--- config.mk ---
export PLATFORM = sky130hd
export DESIGN_NAME = mc_sequencer
export DESIGN_NICKNAME = d
export VERILOG_FILES = /design/src/rtl/mc_sequencer.sv
export SDC_FILE = /design/constraint.sdc
export NUM_CORES = 1
export LEC_CHECK = 0
export BUFFER_PORTS_ARGS = -buffer_cell sky130_fd_sc_hd__buf_2
export CAP_MARGIN = 10
export CORE_MARGIN = 2
export CORE_UTILIZATION = 46
export DETAILED_ROUTE_END_ITERATION = 10
export MAX_ROUTING_LAYER = met4
export PLACE_DENSITY = 0.8
export RECOVER_POWER = 100
export SYNTH_ARGS = -nofsm -noshare
export SYNTH_HDL_FRONTEND = slang
export SYNTH_SLANG_ARGS = --single-unit
--- constraint.sdc ---
create_clock -name clk -period 2 [get_ports clk]
set_input_delay 0.4 -clock clk [delete_from_list [all_inputs] [get_ports clk]]
set_output_delay 0.4 -clock clk [all_outputs]
set_load 0.01 [all_outputs]
--- src/rtl/mc_sequencer.sv ---
// mc_sequencer
//   Micro-code sequencer feeding the micro-code side of the fetch-stage
//   pipeline multiplexer. On start it walks a micro-code ROM one group of
//   four micro-ops at a time. Each group is presented on mc_en/mc_ins until
//   the pipeline accepts it. Fetch is stalled via busy for the whole
//   sequence. A flush aborts the sequence. A group-count watchdog aborts a
//   sequence that never delivers its final group.
//
// Ports
//   clk         clock, all state on rising edge
//   rst_n       asynchronous active-low reset
//   en          pipeline advance; group consumed when mc_en && en
//   flush       abort sequence (highest priority)
//   start       begin sequence, sampled only in IDLE
//   start_addr  micro-code entry address
//   rom_rd      ROM read strobe (registered)
//   rom_addr    ROM read address (registered, wraps)
//   rom_data    ROM group, valid the cycle after rom_rd
//   rom_cnt     valid slots in group (0..4, 5..7 treated as 4)
//   rom_last    group is the final group of the sequence
//   mc_en       mc_ins valid (registered)
//   mc_ins      micro-op group (registered)
//   busy        sequence active
//   done        one-cycle pulse after the last group is consumed
//   err         one-cycle pulse on watchdog abort
module mc_sequencer #(
    parameter int unsigned     MC_ADDR_W  = 8,
    parameter int unsigned     MAX_GROUPS = 16,
    parameter int unsigned     INSN_W     = 32,
    parameter logic [INSN_W-1:0] NOP_INSN = 'h0000_0013
) (
    input  logic                       clk,
    input  logic                       rst_n,
    input  logic                       en,
    input  logic                       flush,
    input  logic                       start,
    input  logic [MC_ADDR_W-1:0]       start_addr,
    output logic                       rom_rd,
    output logic [MC_ADDR_W-1:0]       rom_addr,
    input  logic [3:0][INSN_W-1:0]     rom_data,
    input  logic [2:0]                 rom_cnt,
    input  logic                       rom_last,
    output logic                       mc_en,
    output logic [3:0][INSN_W-1:0]     mc_ins,
    output logic                       busy,
    output logic                       done,
    output logic                       err
);

    localparam int unsigned GRP_W = 8;

    typedef enum logic [1:0] {
        S_IDLE,
        S_REQ,
        S_WAIT,
        S_ISSUE
    } state_t;

    state_t                   state;
    state_t                   state_nxt;
    logic [GRP_W-1:0]         grp_cnt;
    logic                     last_grp;
    logic [2:0]               valid_slots;
    logic [3:0][INSN_W-1:0]   rom_masked;
    logic [3:0][INSN_W-1:0]   nop_group;
    logic                     watchdog_hit;

    assign watchdog_hit = (grp_cnt == GRP_W'(MAX_GROUPS));

    // State register
    always_ff @(posedge clk or negedge rst_n) begin
        if (!rst_n) begin
            state <= S_IDLE;
        end else begin
            state <= state_nxt;
        end
    end

    // Next-state logic; flush overrides everything
    always_comb begin
        state_nxt = state;
        if (flush) begin
            state_nxt = S_IDLE;
        end else begin
            unique case (state)
                S_IDLE:  if (start) state_nxt = S_REQ;
                S_REQ:   state_nxt = S_WAIT;
                S_WAIT:  state_nxt = S_ISSUE;
                S_ISSUE: begin
                    if (en) begin
                        if (last_grp || watchdog_hit) state_nxt = S_IDLE;
                        else                          state_nxt = S_REQ;
                    end
                end
                default: state_nxt = S_IDLE;
            endcase
        end
    end

    // Output logic
    always_comb begin
        busy = (state != S_IDLE);
    end

    // Slot masking: slots at or beyond min(rom_cnt,4) become NOPs
    always_comb begin
        valid_slots = (rom_cnt > 3'd4) ? 3'd4 : rom_cnt;
        rom_masked  = '0;
        nop_group   = '0;
        for (int unsigned k = 0; k < 4; k++) begin
            nop_group[k]  = NOP_INSN;
            rom_masked[k] = (3'(k) < valid_slots) ? rom_data[k] : NOP_INSN;
        end
    end

    // Registered datapath. rom_rd is raised on the edge entering REQ so it
    // is high for exactly the REQ cycle; the ROM answers during WAIT.
    always_ff @(posedge clk or negedge rst_n) begin
        if (!rst_n) begin
            rom_rd   <= 1'b0;
            rom_addr <= '0;
            mc_en    <= 1'b0;
            mc_ins   <= {4{NOP_INSN}};
            done     <= 1'b0;
            err      <= 1'b0;
            grp_cnt  <= '0;
            last_grp <= 1'b0;
        end else begin
            rom_rd <= 1'b0;
            done   <= 1'b0;
            err    <= 1'b0;
            if (flush) begin
                mc_en  <= 1'b0;
                mc_ins <= nop_group;
            end else begin
                unique case (state)
                    S_IDLE: begin
                        if (start) begin
                            rom_addr <= start_addr;
                            grp_cnt  <= '0;
                            rom_rd   <= 1'b1;
                        end
                    end
                    S_REQ: begin
                    end
                    S_WAIT: begin
                        mc_ins   <= rom_masked;
                        last_grp <= rom_last;
                        grp_cnt  <= grp_cnt + GRP_W'(1);
                        mc_en    <= 1'b1;
                    end
                    S_ISSUE: begin
                        if (en) begin
                            mc_en  <= 1'b0;
                            mc_ins <= nop_group;
                            if (last_grp) begin
                                done <= 1'b1;
                            end else if (watchdog_hit) begin
                                err <= 1'b1;
                            end else begin
                                rom_addr <= rom_addr + MC_ADDR_W'(1);
                                rom_rd   <= 1'b1;
                            end
                        end
                    end
                    default: begin
                    end
                endcase
            end
        end
    end

endmodule
Yosys cells after proc, flatten, opt, wreduce, memory -nomap -nowiden
Index checks and enable logic that the tools add are counted.
{ "totals": {"register_bits": 151, "latch_bits": 0, "mem_bits_rw": 0, "romBits": 0, "input_bits": 145, "word_cells": 79, "memories": 0} }
{ "op_classes": {"add_sub_neg": 2, "n_mul": 0, "div_mod_pow": 0, "n_lt_le_gt_ge": 5, "n_eq_ne": 10, "shifts": 0, "mux": 38, "bitwise": 1, "reduce_logical": 11} }
{ "op_table": {"columns": ["cell", "n"], "rows": [
  ["$mux 128", 2],
  ["$pmux 128 s2", 1],
  ["$mux 32", 4],
  ["$mux 8", 5],
  ["$pmux 8 s2", 2],
  ["$mux 1", 17],
  ["$add 8x1->8 const B", 2],
  ["$eq 8x5->1 const B", 1],
  ["$ne 2x2->1 const B", 4],
  ["$pmux 2 s4", 1],
  ["$lt 1x3->1 const A", 2],
  ["$lt 2x3->1 const A", 2],
  ["$mux 2", 3],
  ["$ne 3x3->1 const B", 2],
  ["$reduce_and 2->1", 3],
  ["$reduce_and 6->1", 1],
  ["$reduce_bool 2->1", 3],
  ["$eq 2x2->1 const B", 2],
  ["$pmux 1 s2", 2],
  ["$gt 3x3->1 const B", 1],
  ["$mux 3", 1],
  ["$reduce_and 3->1", 1],
  ["$reduce_bool 3->1", 1],
  ["$eq 2x1->1 const B", 1],
  ["other kinds (3)", 3]
]} }

Logic depth before layout (Yosys ltp)
{ "logic_depth": {"word_depth": 6, "mapped_depth": 9, "ltp_nobuf": 6} }

Least setup slack after synthesis
OpenSTA, ideal clock, no wires.
{ "synth_timing": {"path_type": "reg-to-reg", "start": "reg state[0]", "end": "reg mc_ins[101] in the netlist's numbering", "t_arrival_ns": 1.633, "required_ns": 1.879, "setup_slack_ns": 0.246, "stages_incl_launch_ff": 10, "path_buffers": 4, "cell_sequence": "dfrtp_1 -> ha_1 -> buf_4 -> inv_1 -> a21oi_1 -> and2_1 -> buf_2 -> buf_6 -> buf_2 -> a22o_1"} }
{ "synth_via": {"elab_chain_len": 3, "elab_cells_between_ends": 7} }
{ "synth_lines": {"columns": ["item", "line_no", "rtl"], "rows": [
  ["start: declaration", "59", "state_t state;"],
  ["start signal: assignment", "75", "state <= state_nxt;"],
  ["$eq 2x2->1", "136", "unique case (state)"],
  ["$pmux 128 s2, or another cell as far along", "136", null],
  ["$mux 128 / $reduce_and 2->1 (equally long branches)", null, null],
  ["end signal: assignment", "134", "mc_ins <= nop_group;"],
  ["end signal: assignment", "147", "mc_ins <= rom_masked;"],
  ["end signal: assignment", "155", "mc_ins <= nop_group;"],
  ["end: declaration", "44", "output logic [3:0][INSN_W-1:0] mc_ins,"]
]} }
Several ways; a longest one is shown, not always the timed one.
A chain may end at the register's enable or synchronous reset.

Worst setup path in the final report
{ "layout_timing": {"start": "reg state[0]", "end": "out busy"} }
{ "layout_via": {"elab_chain_len": 1} }
{ "layout_lines": {"columns": ["item", "line_no", "rtl"], "rows": [
  ["$reduce_bool 2->1", "102", "busy = (state != S_IDLE);"],
  ["end: declaration", "45", "output logic busy,"]
]} }
Every way passes these cells.

==> out/qor.yml <==
outcome: "completed"
cp-end-kind: "output port"
min-delay-path-class: "in -> reg"
ys_dominant_reg_cell: "sky130_fd_sc_hd__dfrtp_1"
critical-path-top-delay-family: "flip-flops"
ys_async_sr_fraction_pct: 100
postRouteAntennaNets: 0
ratio_of_routed_vias_to_standard_cells: 5.52
synth_cell_types: 45
finish.net_count: 881
area_growth_pct: 33.2
gr-total-overflow: 0
drt_pre_antenna_iters: 5
synth-seq-area-share_pct: 63.3
min_period_ps: 1870
worst_ep_required_time_ps: 1600
grtUsageTotal_pct: 24.6
routed_wl_um: 16500
first_global_vias: 5027
final.period_utilization_pct: 93.6
setup_viol: 0
setup.worst_path.class: "reg -> out"
highest_clock_rate_mhz: 534
grt_max_degree: 63
synth_seq_cells: 151
clock-root-buffer: "sky130_fd_sc_hd__clkbuf_16"
finalWeightedCongestion: 0.881
library_cell_appearing_most_often_on_the_critical_path: "sky130_fd_sc_hd__inv_1"
die_y_um: 118
drive_gt1_share_pct: 28.1
cp.arrival_ps: 1470
cts.clk_slew.worst_paths_ps: 60
first_pass_grt_wire_length_um: 26300
postLayoutSetupSlackWorst_ps: 127
worst-path-max-fanout: 4
cts_inserted_buffers: 17
floorplan.io_pins: 286
die_area_um2: 14000
leakage_uw: 0.00379
floorplan.initialDensity_pct: 47.3
syn_area_per_cell_um2: 13.5
clock_insertion_delay_worst_skew_ps: 410
tightest_slew_ps: 1080
clock_tree.buffer_depth: 2
row_count: 41
critical_path.startpoint_type: "flop"
cp_cell_sequence: "inv_1 -> ha_1 -> inv_1 -> clkbuf_1"
antenna_found_initial: 0
detail_route.iter0.violations: 259
n_antenna_cell: 0
final_max_slew_viol_count: 0
number_of_synthesis_warnings: 0
tritoncts_num_sinks: 151
die_w_um: 118
timing.critical_path.slowest_stage_cell: "sky130_fd_sc_hd__dfrtp_1"
core_area_um2: 12700
syn-instance-count: 443
cts_tree: "built"
timing.critical_path.slowest_cell_delay_ps: 390
slew-limit-headroom_pct: 27.9
pre_cts_ws_ps: 140
routed_wire_length_per_instance_um: 18.1
setup_tns_ps: 0
finalHoldViolCount: 0
htree_levels: 4
port_buffers: 285
syn-cell-area_um2: 5990
max_cap_violations: 0
worst_ir_drop_on_vdd_mv: 0.817
place.detailed.hpwl_um: 11800
p_per_area_nw_per_um2: 1170
synth_edf_count: 0
vias: 5053
crit_buf_inv: 3
net_count_after_synthesis: 594
drt_drc_violations_left: 0
clock_skew_ps: 5.46
[kinds of logic after synthesis]
| family | Yosys count | share of synthesized area [%] |
|---|---|---|
| flip-flops | 151 | 63.3 |
| buffers and inverters | 41 | 3.93 |
| adder cells (fa/ha/maj) | 6 | 1.25 |
| AO/OA/AOI/OAI | 181 | 24.8 |
| AND/OR/NAND/NOR | 58 | 5.64 |
| multiplexers | 6 | 1.02 |
[what timing repair did]
action / in CTS / in global routing
setup buffers: 0 / 0
endpoints found under the setup margin: 0 / 15
hold buffers: 1 / 0
endpoints found under the hold margin: 28 / 0
gates resized for setup: 0 / 3
[metal layers]
| layer | global-route usage [%] | part of all wire [%] | vias to the layer above |
|---|---|---|---|
| met5 | - | 0 | - |
| met4 | 8.66 | 1.4 | 0 |
| li1 | - | - | 2285 |
| met3 | 5.33 | 6.9 | 26 |
| met1 | 29.4 | 40 | 2498 |
| met2 | 41.1 | 51 | 244 |
[registers in the layout, summed over array words and instances (netlist names)]
register  flops
rom_rd        1
done          1
grp_cnt       8
last_grp      1
mc_ins      128
state         2
rom_addr      8
mc_en         1
err           1
[per-stage QoR]
step	total power (µW)	instances	util (%)	hold slack, ps	area (µm²)
floorplan	5490	443	-	104	5990
global placement	6520	882	60.4	334	7650
detailed placement	6640	882	60.4	347	7650
CTS	9590	915	64.7	180	8200
global route	9890	915	63.0	188	7980
finish	9380	915	63.0	197	7980
[final timing paths]
path                                       from                      end  slack (ps)  cells past startpoint
setup reg to reg           state[0]$_DFFE_PN0P_   mc_ins[54]$_DFFE_PN0P_         130                      6
max in group asynchronous                 rst_n    mc_ins[5]$_DFFE_PN0P_         310                      3
setup / recovery           state[0]$_DFFE_PN0P_                     busy         130                      4
min in group asynchronous                 rst_n  rom_addr[2]$_DFFE_PN0P_         720                      2
hold / removal                     rom_data[97]   mc_ins[97]$_DFFE_PN1P_         200                      2
hold reg to reg               mc_en$_DFFE_PN0P_        mc_en$_DFFE_PN0P_         500                      1
[Yosys cell counts (all sizes together), types with 2 or more instances]
| cell | n | area, µm² |
|---|---|---|
| dfstp | 12 | 315 |
| nand4b | 3 | 26.3 |
| o211ai | 5 | 37.5 |
| dfrtp | 139 | 3480 |
| a21oi | 11 | 58.8 |
| clkbuf | 2 | 7.51 |
| and3 | 3 | 18.8 |
| a21o | 3 | 22.5 |
| o31ai | 5 | 37.5 |
| ha | 6 | 75.1 |
| a22oi | 2 | 15.0 |
| a22o | 116 | 1020 |
| nand2b | 4 | 25.0 |
| a31oi | 4 | 25.0 |
| o22a | 12 | 105 |
| buf | 31 | 198 |
| nand3 | 7 | 35.0 |
| a211oi | 3 | 22.5 |
| nor2 | 7 | 28.8 |
| nor3 | 2 | 21.3 |
| o22ai | 6 | 37.5 |
| and2 | 3 | 18.8 |
| inv | 8 | 30.0 |
| and3b | 2 | 17.5 |
| nand2 | 16 | 60.1 |
| nor4 | 2 | 27.5 |
| o21ai | 8 | 40.0 |
| mux2i | 5 | 50.1 |
| nand4 | 6 | 37.5 |
[final cells by class]
type	count	area (µm²)
clock buffers	20	437
clock inverters	12	105
fillers	1045	4690
inverters	8	30.0
multi-input cells	251	1960
flip-flops and latches	151	3790
well taps	172	215
repair buffers	301	1440
[where the power goes]
part	switching, µW	internal, µW	leakage [µW]
logic	1490	987	0.00150
clock network	1200	1700	0.000252
registers	409	3580	0.00203
total	3110	6270	0.00379
[cell usage in the layout, fill, tap and decap left out, types with 3 or more instances in the layout]
master,instances
sky130_fd_sc_hd__clkbuf_1,145
sky130_fd_sc_hd__buf_2,143
sky130_fd_sc_hd__dfrtp_1,139
sky130_fd_sc_hd__a22o_1,116
sky130_fd_sc_hd__clkbuf_16,17
sky130_fd_sc_hd__nand2_1,16
sky130_fd_sc_hd__o22a_1,12
sky130_fd_sc_hd__dfstp_2,12
sky130_fd_sc_hd__a21oi_1,10
sky130_fd_sc_hd__inv_1,8
sky130_fd_sc_hd__o21ai_0,8
sky130_fd_sc_hd__nand3_1,7
sky130_fd_sc_hd__nand4_1,6
sky130_fd_sc_hd__o22ai_1,6
sky130_fd_sc_hd__nor2_1,6
sky130_fd_sc_hd__mux2i_1,5
sky130_fd_sc_hd__o211ai_1,5
sky130_fd_sc_hd__o31ai_1,5
sky130_fd_sc_hd__ha_1,5
sky130_fd_sc_hd__clkinvlp_4,5
sky130_fd_sc_hd__buf_12,5
sky130_fd_sc_hd__buf_4,5
sky130_fd_sc_hd__a31oi_1,4
sky130_fd_sc_hd__clkinv_2,4
sky130_fd_sc_hd__nand2b_1,3
sky130_fd_sc_hd__nand4b_1,3
sky130_fd_sc_hd__a211oi_1,3
sky130_fd_sc_hd__a21o_1,3
[worst register-to-register path, cell delays in order (launching register included)]
cell and delay [ps]:
sky130_fd_sc_hd__dfrtp_1 410, sky130_fd_sc_hd__ha_1 270, sky130_fd_sc_hd__buf_4 210, sky130_fd_sc_hd__nand2_1 150
sky130_fd_sc_hd__and2_4 200, sky130_fd_sc_hd__buf_8 320, sky130_fd_sc_hd__a22o_1 250
Note: power is estimated with default switching activity, not from simulation.
